===== config.mk =====
export PLATFORM = sky130hd
export DESIGN_NAME = piso_serializer
export DESIGN_NICKNAME = d
export VERILOG_FILES = /design/src/rtl/piso_serializer.sv
export SDC_FILE = /design/constraint.sdc
export NUM_CORES = 1
export LEC_CHECK = 0
export CELL_PAD_IN_SITES_DETAIL_PLACEMENT = 1
export CELL_PAD_IN_SITES_GLOBAL_PLACEMENT = 2
export CORE_AREA = 4 4 47 49
export DETAILED_ROUTE_END_ITERATION = 7
export DIE_AREA = 0 0 51 53
export PLACE_DENSITY_LB_ADDON = 0.1
export SYNTH_ARGS = -nofsm -noshare
export SYNTH_HDL_FRONTEND = slang
export SYNTH_SLANG_ARGS = --single-unit
export TNS_END_PERCENT = 100

===== constraint.sdc =====
create_clock -name clk -period 1.65 [get_ports clk]
set_clock_uncertainty 0.2 [all_clocks]
set_input_delay 0.33 -clock clk [delete_from_list [all_inputs] [get_ports clk]]
set_output_delay 0.33 -clock clk [all_outputs]
set_load 0.01 [all_outputs]

===== src/rtl/piso_serializer.sv =====
// Parallel-in serial-out stage: takes a WIDTH-bit word over valid/ready and
// shifts it out one bit per clock with per-bit valid and first/last framing.
module piso_serializer #(
    parameter int WIDTH      = 4,
    parameter bit MSB_FIRST  = 1'b1,
    parameter bit IDLE_LEVEL = 1'b0
) (
    input  logic             clk,
    input  logic             rst,
    input  logic [WIDTH-1:0] p_in,
    input  logic             p_valid,
    output logic             p_ready,
    output logic             s_out,
    output logic             s_valid,
    output logic             s_first,
    output logic             s_last,
    output logic             busy
);

    localparam int CW = (WIDTH > 1) ? $clog2(WIDTH) : 1;
    localparam logic [CW-1:0] CNT_LAST = CW'(WIDTH - 1);

    typedef enum logic {
        IDLE,
        SHIFT
    } state_e;

    state_e           state_q, state_d;
    logic [WIDTH-1:0] shreg_q, shreg_d;
    logic [CW-1:0]    cnt_q, cnt_d;
    logic             s_out_q, s_out_d;
    logic             s_first_q, s_first_d;
    logic             last_bit;
    logic             accept;

    always_ff @(posedge clk or negedge rst) begin
        if (!rst) begin
            state_q   <= IDLE;
            shreg_q   <= '0;
            cnt_q     <= '0;
            s_out_q   <= IDLE_LEVEL;
            s_first_q <= 1'b0;
        end else begin
            state_q   <= state_d;
            shreg_q   <= shreg_d;
            cnt_q     <= cnt_d;
            s_out_q   <= s_out_d;
            s_first_q <= s_first_d;
        end
    end

    always_comb begin
        last_bit  = (state_q == SHIFT) && (cnt_q == CNT_LAST);
        p_ready   = rst && ((state_q == IDLE) || last_bit);
        accept    = p_valid && p_ready;

        state_d   = state_q;
        shreg_d   = shreg_q;
        cnt_d     = cnt_q;
        s_out_d   = s_out_q;
        s_first_d = 1'b0;

        // The first bit goes straight to s_out_q; shreg keeps only the remaining bits.
        if (accept) begin
            state_d   = SHIFT;
            cnt_d     = '0;
            s_first_d = 1'b1;
            if (MSB_FIRST) begin
                s_out_d = p_in[WIDTH-1];
                shreg_d = p_in << 1;
            end else begin
                s_out_d = p_in[0];
                shreg_d = p_in >> 1;
            end
        end else if (state_q == SHIFT) begin
            if (last_bit) begin
                state_d = IDLE;
                cnt_d   = '0;
                s_out_d = IDLE_LEVEL;
            end else begin
                cnt_d = cnt_q + 1'b1;
                if (MSB_FIRST) begin
                    s_out_d = shreg_q[WIDTH-1];
                    shreg_d = shreg_q << 1;
                end else begin
                    s_out_d = shreg_q[0];
                    shreg_d = shreg_q >> 1;
                end
            end
        end
    end

    assign s_out   = s_out_q;
    assign s_valid = (state_q == SHIFT);
    assign busy    = (state_q == SHIFT);
    assign s_first = s_first_q;
    assign s_last  = last_bit;

endmodule


; ---- Word-level counts from Yosys, hierarchy flattened
; Index checks and enable logic that the tools add are counted.
[totals]
out_inout_bits = 6
wordCells = 28
inputBits = 7
ff_bits = 9
[classes]
eq_ne = 2
n_reduce_logical = 6
muxes = 13
n_bitwise = 1
n_addsub = 1
[op_table]
columns = cell, count
row1 = two-way mux 4 bit, 3
row2 = two-way mux 1 bit, 7
row3 = two-way mux 2 bit, 3
row4 = logical AND 1 bit, 3
row5 = adder 2 x 1 -> 2 bit (second input constant), 1
row6 = equality test 2 bit (second input constant), 1
row7 = != test 2 x 1 -> 1 bit (second input constant), 1
row8 = AND reduction 2 bit, 1
row9 = nonzero test 2 bit, 1
row10 = logical OR 1 bit, 1
row11 = NOT 1 bit, 1

; ---- Logic depth before layout (Yosys ltp)
[depth]
depth_word = 7
ltp_mapped = 5

; ---- Least setup slack after synthesis
; No wires, ideal clock.
[synth_timing]
path_type = reg2reg
from = register cnt_q[0]
to = register shreg_q[3]
setup_time_ns = 0.126
arrival_ns = 1.377
path_buffers = 1
setup_slack_ns = -0.053
required_time_ns = 1.324
stages_incl_launch_ff = 6
path_cell_list = dfrtp_1 -> ha_1 -> nand2b_2 -> and3_4 -> buf_6 -> a221o_1
[synth_between]
elab_chain_len = 7
word_cells_on_any_way = 9
cone_classes = 2 x eq/ne / 1 x mux / 6 x reduce/logical
[synth_lines]
columns = item, line_no
row1 = "start, declared", 30  ; logic [CW-1:0] cnt_q, cnt_d;
row2 = "start signal, assigned", 46  ; cnt_q <= cnt_d;
row3 = equality test 2 bit (*), 53  ; last_bit = (state_q == SHIFT) && (cnt_q == CNT_LAST);
row4 = logical AND 1 bit (*), 53
row5 = logical OR 1 bit (*), 54  ; p_ready = rst && ((state_q == IDLE) || last_bit);
row6 = logical AND 1 bit (*), 54
row7 = logical AND 1 bit (*), 55  ; accept = p_valid && p_ready;
row8 = named net accept, 34  ; logic accept;
row9 = != test 2 x 1 -> 1 bit (no source line) or nonzero test 2 bit (tied branches), -
row10 = AND reduction 2 bit (no source line), -
row11 = "end signal, assigned", 45  ; shreg_q <= shreg_d;
row12 = "end, declared", 29  ; logic [WIDTH-1:0] shreg_q, shreg_d;
; The timed path passes the listed nets; every way through them passes the cells marked *.
; A chain may end at the register's enable or synchronous reset.

; ---- Worst setup path in the final report
[layout_timing]
from = register cnt_q[1]
to = output port s_last
[layout_between]
elab_chain_len = 2
[layout_lines]
columns = item, line_no
row1 = equality test 2 bit, 53
row2 = logical AND 1 bit, 53
row3 = "end, declared", 16  ; output logic s_last,
; No other way between the ends.

==> flow_metrics.tcl <==
set metrics [dict create \
    mostFrequentLayoutCell "buf_4" \
    syn_inst 32 \
    holdBufCountCts 0 \
    viasPerCell 3.976 \
    ir_drop_uv 508.7 \
    syn_area_um2 372.9 \
    synth.area.top_cells "dfrtp_1 54%, and2_1 8.4%, a221o_1 8.1%" \
    crit_arrival_ns 1.22 \
    drt_first_pass_iters 4 \
    timing.rr.start "cnt_q[1]$_DFFE_PN0P_" \
    fin_nets 66 \
    cap_violations 0 \
    setup.worst_path.end_class "primary output" \
    drt_wl_total_um 940 \
    hold_class "input port to asynchronous set/reset pin" \
    root_buffer "clkbuf_4" \
    num_io_pins 13 \
    area_delta_synth_final_pct 68.46 \
    portBuffers 12 \
    hold_viol_final 0 \
    syn_area_per_cell_um2 11.65 \
    yosys.cell_types.count 15 \
    period_share 1.058 \
    drc_errors 0 \
    grt_overflow 0 \
    place_hpwl_um 722.6 \
    grt_max_degree 12 \
    critical_path_class "register to primary output" \
    p_leak_uw 0.0003190 \
    place_area_um2 568.0 \
    rr_worst_depth 5 \
    ys_ff_latch 8 \
    clk_pin_slew_worst_paths_ns 0.05 \
    fp.dieW_um 51 \
    tightest_slew_ns 0.2582 \
    gp_congestion 0.7136 \
    finalCriticalPeriod_ns 1.745 \
    ff2ff_setup_slack_ns 0.01 \
    cts_max_level 1 \
    grt_pass1_wl_um 1497 \
    start_kind "register" \
    drive_gt1_frac 0.3750 \
    nFillCells 224 \
    worstPathRequired_ns 1.12 \
    reg2reg_to "shreg_q[2]$_DFFE_PN0P_" \
    finalSetupViolCount 2 \
    clock_sinks 8 \
    cts_buffer_depth 2 \
    insertedDiodeCount 0 \
    synth_warnings 0 \
    syn_nets 40 \
    finalMaxSlewViolations 0 \
    routed-via-count 330 \
    yosysTopAreaCellShare 0.5369 \
    rsz0062_at_grt "yes" \
    postRouteAntennaNets 0 \
    p_per_area_nw_per_um2 1721 \
    wl_per_cell_um 11.33 \
    cts_tree "done" \
    die-area_um2 2703 \
    numCtsBuffers 3 \
    core_um2 1862 \
    clkLatencyLatePin_ns 0.25 \
    grt_pass1_vias 344 \
    fmax_ghz 0.5730 \
    outcome "complete, but fails checks" \
    num_rows 16 \
    yosysSeqAreaShare 0.5369 \
    max_slew_margin 0.8279 \
    antenna_found_initial 0 \
    synth_top_area_cell "dfrtp_1" \
    die_y_um 53 \
    layout_setup_ws_ns -0.09531 \
    cp_max_fo 2 \
    violations "negative setup slack" \
    pre_cts_slack_ns -0.3638 \
    layout_common_cells "9 x buf_4, 8 x dfrtp_1, 6 x clkdlybuf4s50_1" \
    grt_util_all_layers 0.07674 \
    drt-initial-drc-count 6 \
    initial_core_util 0.2003 \
    fin_area_um2 628.1 \
]
## power breakdown
part	internal, uW	leakage (uW)	switching [uW]
Sequential	278	0.000102	45.6
Combinational	366	0.000203	247
Clock	82.8	0.0000138	60.7
## worst max-delay path, stage by stage (launching register included)
cell     delay [ns]
dfrtp_1        0.38
ha_2           0.19
buf_4          0.13
and2_1         0.13
buf_2          0.13
## final cells by class
type | count | area (um^2) | area share
tap | 27 | 33.78 | 0.05378
sequential | 8 | 200.2 | 0.3187
clock buffer | 3 | 22.52 | 0.03586
multi-input combinational | 20 | 158.9 | 0.2530
inverter | 2 | 7.507 | 0.01195
timing repair buffer | 23 | 205.2 | 0.3267
## metrics by stage
stage,power [uW],std cells,hold WS [ns],setup TNS (ns),utilization
5_1_grt,1160,83,0.2332,-0.4048,0.3374
3_3_place_gp,862.7,76,0.2902,-1.292,0.3051
6_report,1081,83,0.2250,-0.1829,0.3374
4_1_cts,1084,82,0.2218,-0.2026,0.3300
3_5_place_dp,891.3,76,0.2881,-1.273,0.3051
2_1_floorplan,597.9,32,-0.1656,0,-
## routing by layer
layer  up-vias  routed length [um]  share of wire  track usage
li1        159                   -              -            -
met1       159                 412           0.44      0.08763
met2        12                 450           0.48       0.1202
met3         0                  77          0.082      0.02535
met4         0                   0              0      0.05381
met5         -                   0              0            0
## worst max-delay path by stage
stage | cells past startpoint | to | slack (ns) | from
after floorplan | 5 | shreg_q[3]$_DFFE_PN0P_ | 0.03 | cnt_q[0]$_DFFE_PN0P_
final | 4 | s_last | -0.1 | cnt_q[1]$_DFFE_PN0P_
after detailed placement | 3 | p_ready | -0.36 | rst
after CTS | 4 | s_last | -0.11 | cnt_q[1]$_DFFE_PN0P_
after global placement | 3 | p_ready | -0.39 | rst
after global routing | 4 | s_last | -0.15 | cnt_q[1]$_DFFE_PN0P_
## cell usage after synthesis
cell / instances
buf_6: 1
ha_1: 1
a21oi_1: 2
a221o_1: 3
nand2_1: 2
dfrtp_1: 8
o21ai_0: 1
buf_4: 1
nor2_1: 1
and2_1: 5
inv_1: 2
mux2i_1: 2
nor2b_1: 1
nand2b_2: 1
and3_4: 1
## sequential cells by signal, indices dropped and copies added, names as in the netlist
signal	cells
cnt_q	2
shreg_q	3
s_out	1
s_first	1
busy	1
## cells by family (layout without fill, tap and decap cells)
family	count (synthesis)	after routing	synth area share
flops	8	8	0.5369
fa+ha+maj	1	1	0.03355
buf+inv	4	28	0.07048
compound gates	6	6	0.1208
simple gates	11	11	0.1846
mux	2	2	0.05369
## repair_timing
item | CTS | global route
pin swaps | 3 | 0
gates resized for setup | 15 | 2
buffers inserted | 3 | 1
setup endpoints to repair | 8 | 6
gates cloned | 0 | 0
(Power assumes the default switching activity.)
